`src/rtl/monkey_range_scan.sv`:
```
// Per-frame range scan of the 8 monkey slots against the latched bloon position.
// Optional per-slot fire cooldown enabled by defining MONKEY_COOLDOWN_EN.
module monkey_range_scan #(
  parameter int unsigned RANGE    = 64,
  parameter int unsigned COOLDOWN = 30
) (
  input  logic        i_clk,
  input  logic        i_reset,
  input  logic        i_start,
  input  logic [9:0]  i_bloon_x,
  input  logic [9:0]  i_bloon_y,
  input  logic        i_bloon_valid,
  output logic [2:0]  o_rd_sel,
  input  logic [19:0] i_monkey_entry,
  output logic        o_busy,
  output logic        o_fire,
  output logic [2:0]  o_fire_slot,
  output logic [7:0]  o_hit_mask,
  output logic        o_done
);

  localparam logic [20:0] RangeSq = 21'(RANGE * RANGE);

  typedef enum logic [1:0] {StIdle, StScan, StFlush, StDone} state_e;

  state_e      r_state, w_state_next;
  logic [2:0]  r_slot;
  logic [9:0]  r_bloon_x, r_bloon_y;
  logic        r_bloon_valid;
  logic        r_fire;
  logic [2:0]  r_fire_slot;
  logic [7:0]  r_acc;
  logic [7:0]  r_hit_mask;

  logic        w_start_acc;
  logic [9:0]  w_mx, w_my, w_dx, w_dy;
  logic [19:0] w_dx_sq, w_dy_sq;
  logic [20:0] w_sum;
  logic        w_in_range;
  logic        w_fire_now;

  assign w_start_acc = (r_state == StIdle) && i_start;

  // State register
  always_ff @(posedge i_clk) begin
    if (i_reset) r_state <= StIdle;
    else         r_state <= w_state_next;
  end

  // Next-state logic
  always_comb begin
    w_state_next = r_state;
    unique case (r_state)
      StIdle:  if (i_start) w_state_next = StScan;
      StScan:  if (r_slot == 3'd7) w_state_next = StFlush;
      StFlush: w_state_next = StDone;
      StDone:  w_state_next = StIdle;
      default: w_state_next = StIdle;
    endcase
  end

  // Output logic
  always_comb begin
    o_busy      = (r_state == StScan) || (r_state == StFlush);
    o_done      = (r_state == StDone);
    o_rd_sel    = r_slot;
    o_fire      = r_fire;
    o_fire_slot = r_fire_slot;
    o_hit_mask  = r_hit_mask;
  end

  // Squared-distance check on the entry currently selected by r_slot
  always_comb begin
    w_mx       = i_monkey_entry[19:10];
    w_my       = i_monkey_entry[9:0];
    w_dx       = (w_mx >= r_bloon_x) ? (w_mx - r_bloon_x) : (r_bloon_x - w_mx);
    w_dy       = (w_my >= r_bloon_y) ? (w_my - r_bloon_y) : (r_bloon_y - w_my);
    w_dx_sq    = {10'd0, w_dx} * {10'd0, w_dx};
    w_dy_sq    = {10'd0, w_dy} * {10'd0, w_dy};
    w_sum      = {1'b0, w_dx_sq} + {1'b0, w_dy_sq};
    w_in_range = r_bloon_valid && (i_monkey_entry != 20'h0) && (w_sum <= RangeSq);
  end

`ifdef MONKEY_COOLDOWN_EN
  localparam logic [4:0] CdInit = 5'(COOLDOWN);

  logic [4:0] r_cd [8];

  assign w_fire_now = w_in_range && (r_cd[r_slot] == 5'd0);

  // Counters only move on their own slot visit, including empty slots
  always_ff @(posedge i_clk) begin
    if (i_reset) begin
      for (int i = 0; i < 8; i++) r_cd[i] <= 5'd0;
    end else if (r_state == StScan) begin
      if (w_fire_now)                r_cd[r_slot] <= CdInit;
      else if (r_cd[r_slot] != 5'd0) r_cd[r_slot] <= r_cd[r_slot] - 5'd1;
    end
  end
`else
  assign w_fire_now = w_in_range;
`endif

  // Scan datapath
  always_ff @(posedge i_clk) begin
    if (i_reset) begin
      r_slot        <= 3'd0;
      r_bloon_x     <= 10'd0;
      r_bloon_y     <= 10'd0;
      r_bloon_valid <= 1'b0;
      r_fire        <= 1'b0;
      r_fire_slot   <= 3'd0;
      r_acc         <= 8'd0;
      r_hit_mask    <= 8'd0;
    end else begin
      r_fire      <= 1'b0;
      r_fire_slot <= 3'd0;
      if (w_start_acc) begin
        r_bloon_x     <= i_bloon_x;
        r_bloon_y     <= i_bloon_y;
        r_bloon_valid <= i_bloon_valid;
        r_slot        <= 3'd0;
        r_acc         <= 8'd0;
      end
      if (r_state == StScan) begin
        r_fire      <= w_fire_now;
        r_fire_slot <= w_fire_now ? r_slot : 3'd0;
        if (w_fire_now) r_acc[r_slot] <= 1'b1;
        if (r_slot != 3'd7) r_slot <= r_slot + 3'd1;
      end
      // Slot 7's result lands in r_acc at the SCAN->FLUSH edge, so publish one edge later
      if (r_state == StFlush) r_hit_mask <= r_acc;
      if (r_state == StDone)  r_slot     <= 3'd0;
    end
  end

endmodule

```
`config.mk`:
```
export PLATFORM = sky130hd
export DESIGN_NAME = monkey_range_scan
export DESIGN_NICKNAME = d
export VERILOG_FILES = /design/src/rtl/monkey_range_scan.sv
export SDC_FILE = /design/constraint.sdc
export NUM_CORES = 1
export LEC_CHECK = 0
export CAP_MARGIN = 20
export CORE_UTILIZATION = 56
export CTS_CLUSTER_DIAMETER = 120
export DETAILED_ROUTE_END_ITERATION = 12
export PLACE_DENSITY = 0.82
export SYNTH_ARGS = -nofsm -noshare
export SYNTH_HDL_FRONTEND = slang
export SYNTH_SLANG_ARGS = --single-unit
```
`constraint.sdc`:
```
create_clock -name i_clk -period 9.85 [get_ports i_clk]
set_clock_uncertainty 0.15 [all_clocks]
set_input_delay 1.97 -clock i_clk [delete_from_list [all_inputs] [get_ports i_clk]]
set_output_delay 1.97 -clock i_clk [all_outputs]
set_load 0.1 [all_outputs]
```
# Word-level counts from Yosys, hierarchy flattened
# Cells that the tools add are included.
# totals
input_bits,44
regBits,46
# op_classes
n_mux,14
n_bitwise,3
mul,2
n_eq_ne,7
reduce_logical,11
addsub,6
order_cmp,5
# op_table
cell,count
$mul 10x10->20,2
$sub 10x10->10,4
$mux 8,4
$add 20x20->21,1
$le 21x13->1 const B,1
$ge 10x10->1,2
$mux 10,2
$reduce_bool 20->1,1
$mux 3,3
$or 8x8->8,1
$pmux 2 s4,1
$eq 2x2->1 const B,2
$logic_and 1x1->1,4
$lt 3x4->1 const B,1
$mux 2,2
$ne 2x2->1 const B,2
$reduce_or 2->1,2
$add 3x1->3 const B,1
$demux 1 s3,1
$eq 3x3->1 const B,1
$ge 3x1->1 const B,1
$ne 3x3->1 const B,1
$reduce_or 3->1,1
$eq 2x1->1 const B,1
5 further kinds,6

# Logic depth before layout (Yosys ltp)
# logic_depth
word_depth,8
depth_mapped,37
mapped_depth_nobuf,35

# Least setup slack after synthesis
# OpenSTA, ideal clock, no wires.
# synth_path
path_kind,in2reg
start,input i_monkey_entry[0]
end,register r_acc[2]
path_buffers,1
path_slack_ns,-0.625
arrival_ns,10.238
path_stages,30
cell_sequence,inv_1 ha_1 inv_1 fa_1 a21o_1 a21o_1 o2111ai_2 a21boi_2 mux2i_2 nand3_1 a41o_1 or3_1 fa_1 fa_1 fa_1 fa_1 fa_1 fa_1 inv_1 fa_1 ha_1 a21oi_1 a21boi_0 nor2_1 a21oi_1 or4_1 a221oi_1 o2111ai_1 buf_2 o31ai_1
# synth_via
elab_chain_len,8
elab_cells_between_ends,12
# synth_rtl
item,line_no,rtl
"start, declared",14,"input logic [19:0] i_monkey_entry,"
$sub 10x10->10 / $ge 10x10->1 (equally long branches),77,w_dy = (w_my >= r_bloon_y) ? (w_my - r_bloon_y) : (r_bloon_y - w_my);
$mux 10,77,
$mul 10x10->20,79,"w_dy_sq = {10'd0, w_dy} * {10'd0, w_dy};"
$add 20x20->21,80,"w_sum = {1'b0, w_dx_sq} + {1'b0, w_dy_sq};"
$le 21x13->1,81,w_in_range = r_bloon_valid && (i_monkey_entry != 20'h0) && (w_sum <= RangeSq);
$logic_and 1x1->1 (*),81,
$mux 8 (*),128,if (w_fire_now) r_acc[r_slot] <= 1'b1;
$mux 8 (*),125,if (r_state == StScan) begin
"end signal, assigned",113,r_acc <= 8'd0;
"end signal, assigned",123,r_acc <= 8'd0;
"end signal, assigned by index",128,
"end, declared",32,logic [7:0] r_acc;
# Mark *: on every way between the ends. The rest lies on a longest branch, timed or not.
# A chain may end at the register's enable or synchronous reset.

# Worst setup path in the final report
# layout_path
start,input i_monkey_entry[13]
end,register r_acc[7]
# layout_via
elab_chain_len,8
elab_cells_between_ends,12
# layout_rtl
item,line_no,rtl
$sub 10x10->10 / $ge 10x10->1 (equally long branches),76,w_dx = (w_mx >= r_bloon_x) ? (w_mx - r_bloon_x) : (r_bloon_x - w_mx);
$mux 10,76,
$mul 10x10->20,78,"w_dx_sq = {10'd0, w_dx} * {10'd0, w_dx};"
$add 20x20->21,80,
$le 21x13->1,81,
$logic_and 1x1->1 (*),81,
$mux 8 (*),128,
$mux 8 (*),125,
# Marks and branches as above.

==> summary.txt <==
Outcome
  • Status: finished, violations left
  • Failing checks: negative setup slack

Layout
  • Ant. Diodes: 0
  • Share of layout cells above drive strength 1: about 29%
  • Area Overhead vs Synth: 37.08%
  • Nets@finish: 1677
  • Fin area: ~0.013 mm^2

Die
  • Die W: approximately 130 um
  • Initial Util: approximately 57%
  • Rows: 47
  • Die area: between 0.015 and 0.02 mm^2
  • Die height: 132.0 um
  • Core area: 0.01652 mm^2
  • I/O Pins: 61

Drt
  • Final wirelength: between 30000 and 40000 um
  • Pre-antenna DRT Iters: 6
  • Via count: between 9000 and 10000
  • Starting DRT DRC Count: 805
  • DR vias/cell: approximately 5.9
  • WL/cell: about 20 um
  • Remaining DRCs: 0
  • Antenna viol nets, final: 0

Timing
  • Post-route minimum period: around 11000 ps
  • Period utilisation layout: 108.4%
  • Setup-failing EPs final: 12
  • RSZ-0062 raised after global routing: true
  • WHS: between 300 and 400 ps
  • Slew headroom: approximately a third
  • Worst setup margin: -824.0 ps
  • Max Clk Rate: between 0.09 and 0.1 GHz
  • Worst-margin pin slew: slightly below 1000 ps
  • Hold Vio Cnt, Final: 0
  • Slew Limit Fails: 0

Placement
  • Cell area after placement: 0.01208 mm^2
  • IO buf count: 60
  • RD Place Congestion: 0.8813
  • HPWL after DPL: between 20000 and 25000 um

Logic synthesis
  • Post-Syn Area per Cell: 8.598 um^2
  • Leading area contributor after synthesis: fa_1
  • Register area share after synthesis: under 10%
  • Share of Yosys cell area claimed by the top area cell type: 28.58%
  • Netlist cell types: between 80 and 90
  • Syn. warnings: 0
  • Synth top area cells: fa_1 29%, ha_1 17%, dfxtp_1 9.7%, inv_1 8.7%, nand2_1 4.0%
  • Synthesis-stage register bit count: 46
  • Post-synth ARST share: 0%
  • Post-Syn Instances: 1100
  • Synth cell count leaders: 220 x inv_1, 135 x fa_1, 126 x ha_1, 100 x nand2_1, 82 x nor2_1
  • Syn nets: about 1400
  • Most used DFF post-synth: dfxtp_1
  • Post-synth EDFFs: 0
  • Most common cell in the synthesized netlist: inv_1
  • Cell Area, Synth: 0.009458 mm^2

Hold path
  • Hold depth: 2
  • Min-Delay Endpoint: r_acc[2]
  • Hold_sp: r_acc[2]
  • Type of the tightest min-delay check: reg2reg

Global route
  • First-pass GRT wire length: 46940 um
  • Gr usage total: 33.76%
  • Vias in the first global route: 9656
  • Initial antenna violation count: 0
  • Largest net degree at the start of global routing: 36
  • GRT Residual Overflow: 0

Setup path
  • Reg2reg end: r_acc[7]
  • CP most frequent cell: fa_1
  • Crit end category: flip-flop
  • Largest stage delay, worst path: between 500 and 600 ps
  • Setup CP Type: in2reg
  • Reg-to-Reg Start: r_bloon_x[3]
  • Worst reg2reg path depth: 32
  • Highest-delay cell along the critical path: fa_1
  • CP max FO: 8
  • Minimum setup slack among reg-to-reg paths: about 760 ps
  • Worst Path Arrival: roughly 11000 ps
  • CP Data Required Time: between 9000 and 10000 ps
  • Critical Path Start Type: primary input

Clocking
  • Clock latency on the worst-skew pair: ~300 ps
  • Hold Buf Count CTS: 0
  • CTS tree: done
  • Clock slew seen by the registers of the worst setup and hold paths: approximately 80 ps
  • Root Buffer: clkbuf_16
  • H-tree depth: 2
  • Longest Clk Path Bufs: 2
  • Inserted Clock Buffers: 5
  • Sink Count: 46

Job
  • Max cap viols: 0
==> placed cells by master, fill, tap and decap left out, types with 10 or more instances in the layout <==
master / n
ha_4: 20
mux2i_1: 18
a21o_1: 24
nor3_1: 17
o21ai_0: 13
xnor2_1: 13
nor2_1: 75
buf_4: 230
nand2_1: 98
nand3_1: 14
dfxtp_1: 46
inv_2: 10
ha_1: 100
or2_2: 11
clkdlybuf4s50_1: 42
a21oi_1: 50
fa_1: 128
inv_1: 210
==> cell families (layout without fill, tap and decap cells) <==
family	after synthesis	in the layout	share of synthesized area [%]
multiplexers	33	33	3.625
AO/OA/AOI/OAI	180	180	13.34
adder cells (fa/ha/maj)	261	261	45.24
AND/OR/NAND/NOR	292	292	14.46
flip-flops	46	46	9.737
buffers and inverters	259	532	10.60
XOR/XNOR	29	29	3.003
==> sequential cells by signal (all words and copies together), names as in the netlist <==
| signal | count |
|---|---|
| r_acc | 8 |
| r_bloon_valid | 1 |
| r_bloon_x | 10 |
| r_bloon_y | 10 |
| o_hit_mask | 8 |
| r_state | 2 |
| o_rd_sel | 3 |
| o_fire_slot | 3 |
| o_fire | 1 |
==> layer usage <==
layer	wire length, um	share of wire [%]	global-route usage, %
met1	11460	36	40.21
met2	15710	49	60.88
met3	2695	8.4	4.152
met4	2160	6.7	15.05
met5	0	0	0
==> through the flow <==
stage	worst slack [ps]	cells	utilization, %	TNS, ps
floorplan	-36.06	1100	-	-254.1
global placement	-886.6	1561	73.10	-10170
detailed placement	-1034	1561	73.10	-11890
CTS	-290.3	1579	76.16	-3177
global route	-1058	1593	78.46	-11400
finish	-824.0	1593	78.46	-8876
==> timing repair <==
action / in CTS / in global routing
buffers inserted: 9 / 16
pin swaps: 31 / 45
gates cloned: 1 / 0
setup endpoints to repair: 12 / 12
gates resized for setup: 74 / 67
==> worst max-delay path, delay by kind of cell <==
kind,cells,cell delay (ps)
AO/OA/AOI/OAI,13,3160
adder cells (fa/ha/maj),9,3540
buffers and inverters,10,1330
AND/OR/NAND/NOR,2,740
==> how the worst max path moves through the flow <==
stage                       startpoint       end  slack [ps]  cells past startpoint
floorplan            i_monkey_entry[0]  r_acc[2]         -40                     31
global placement     i_monkey_entry[0]  r_acc[0]        -890                     32
detailed placement   i_monkey_entry[0]  r_acc[3]       -1030                     36
CTS                  i_monkey_entry[0]  r_acc[1]        -290                     33
global route        i_monkey_entry[11]  r_acc[7]       -1060                     34
finish              i_monkey_entry[13]  r_acc[7]        -820                     34
==> area by class of cell <==
type | count | area (um^2)
Multi-Input combinational cell | 795 | 8297
Fill cell | 884 | 3560
Timing Repair Buffer | 300 | 2440
Sequential cell | 46 | 920.9
Inverter | 224 | 858.3
Tap cell | 220 | 275.3
Clock buffer | 5 | 125.1
Clock inverter | 3 | 48.80
Power is left out: the tool's default activity adds up to more than one toggle a clock period on the data nets, which glitch-free logic cannot reach.
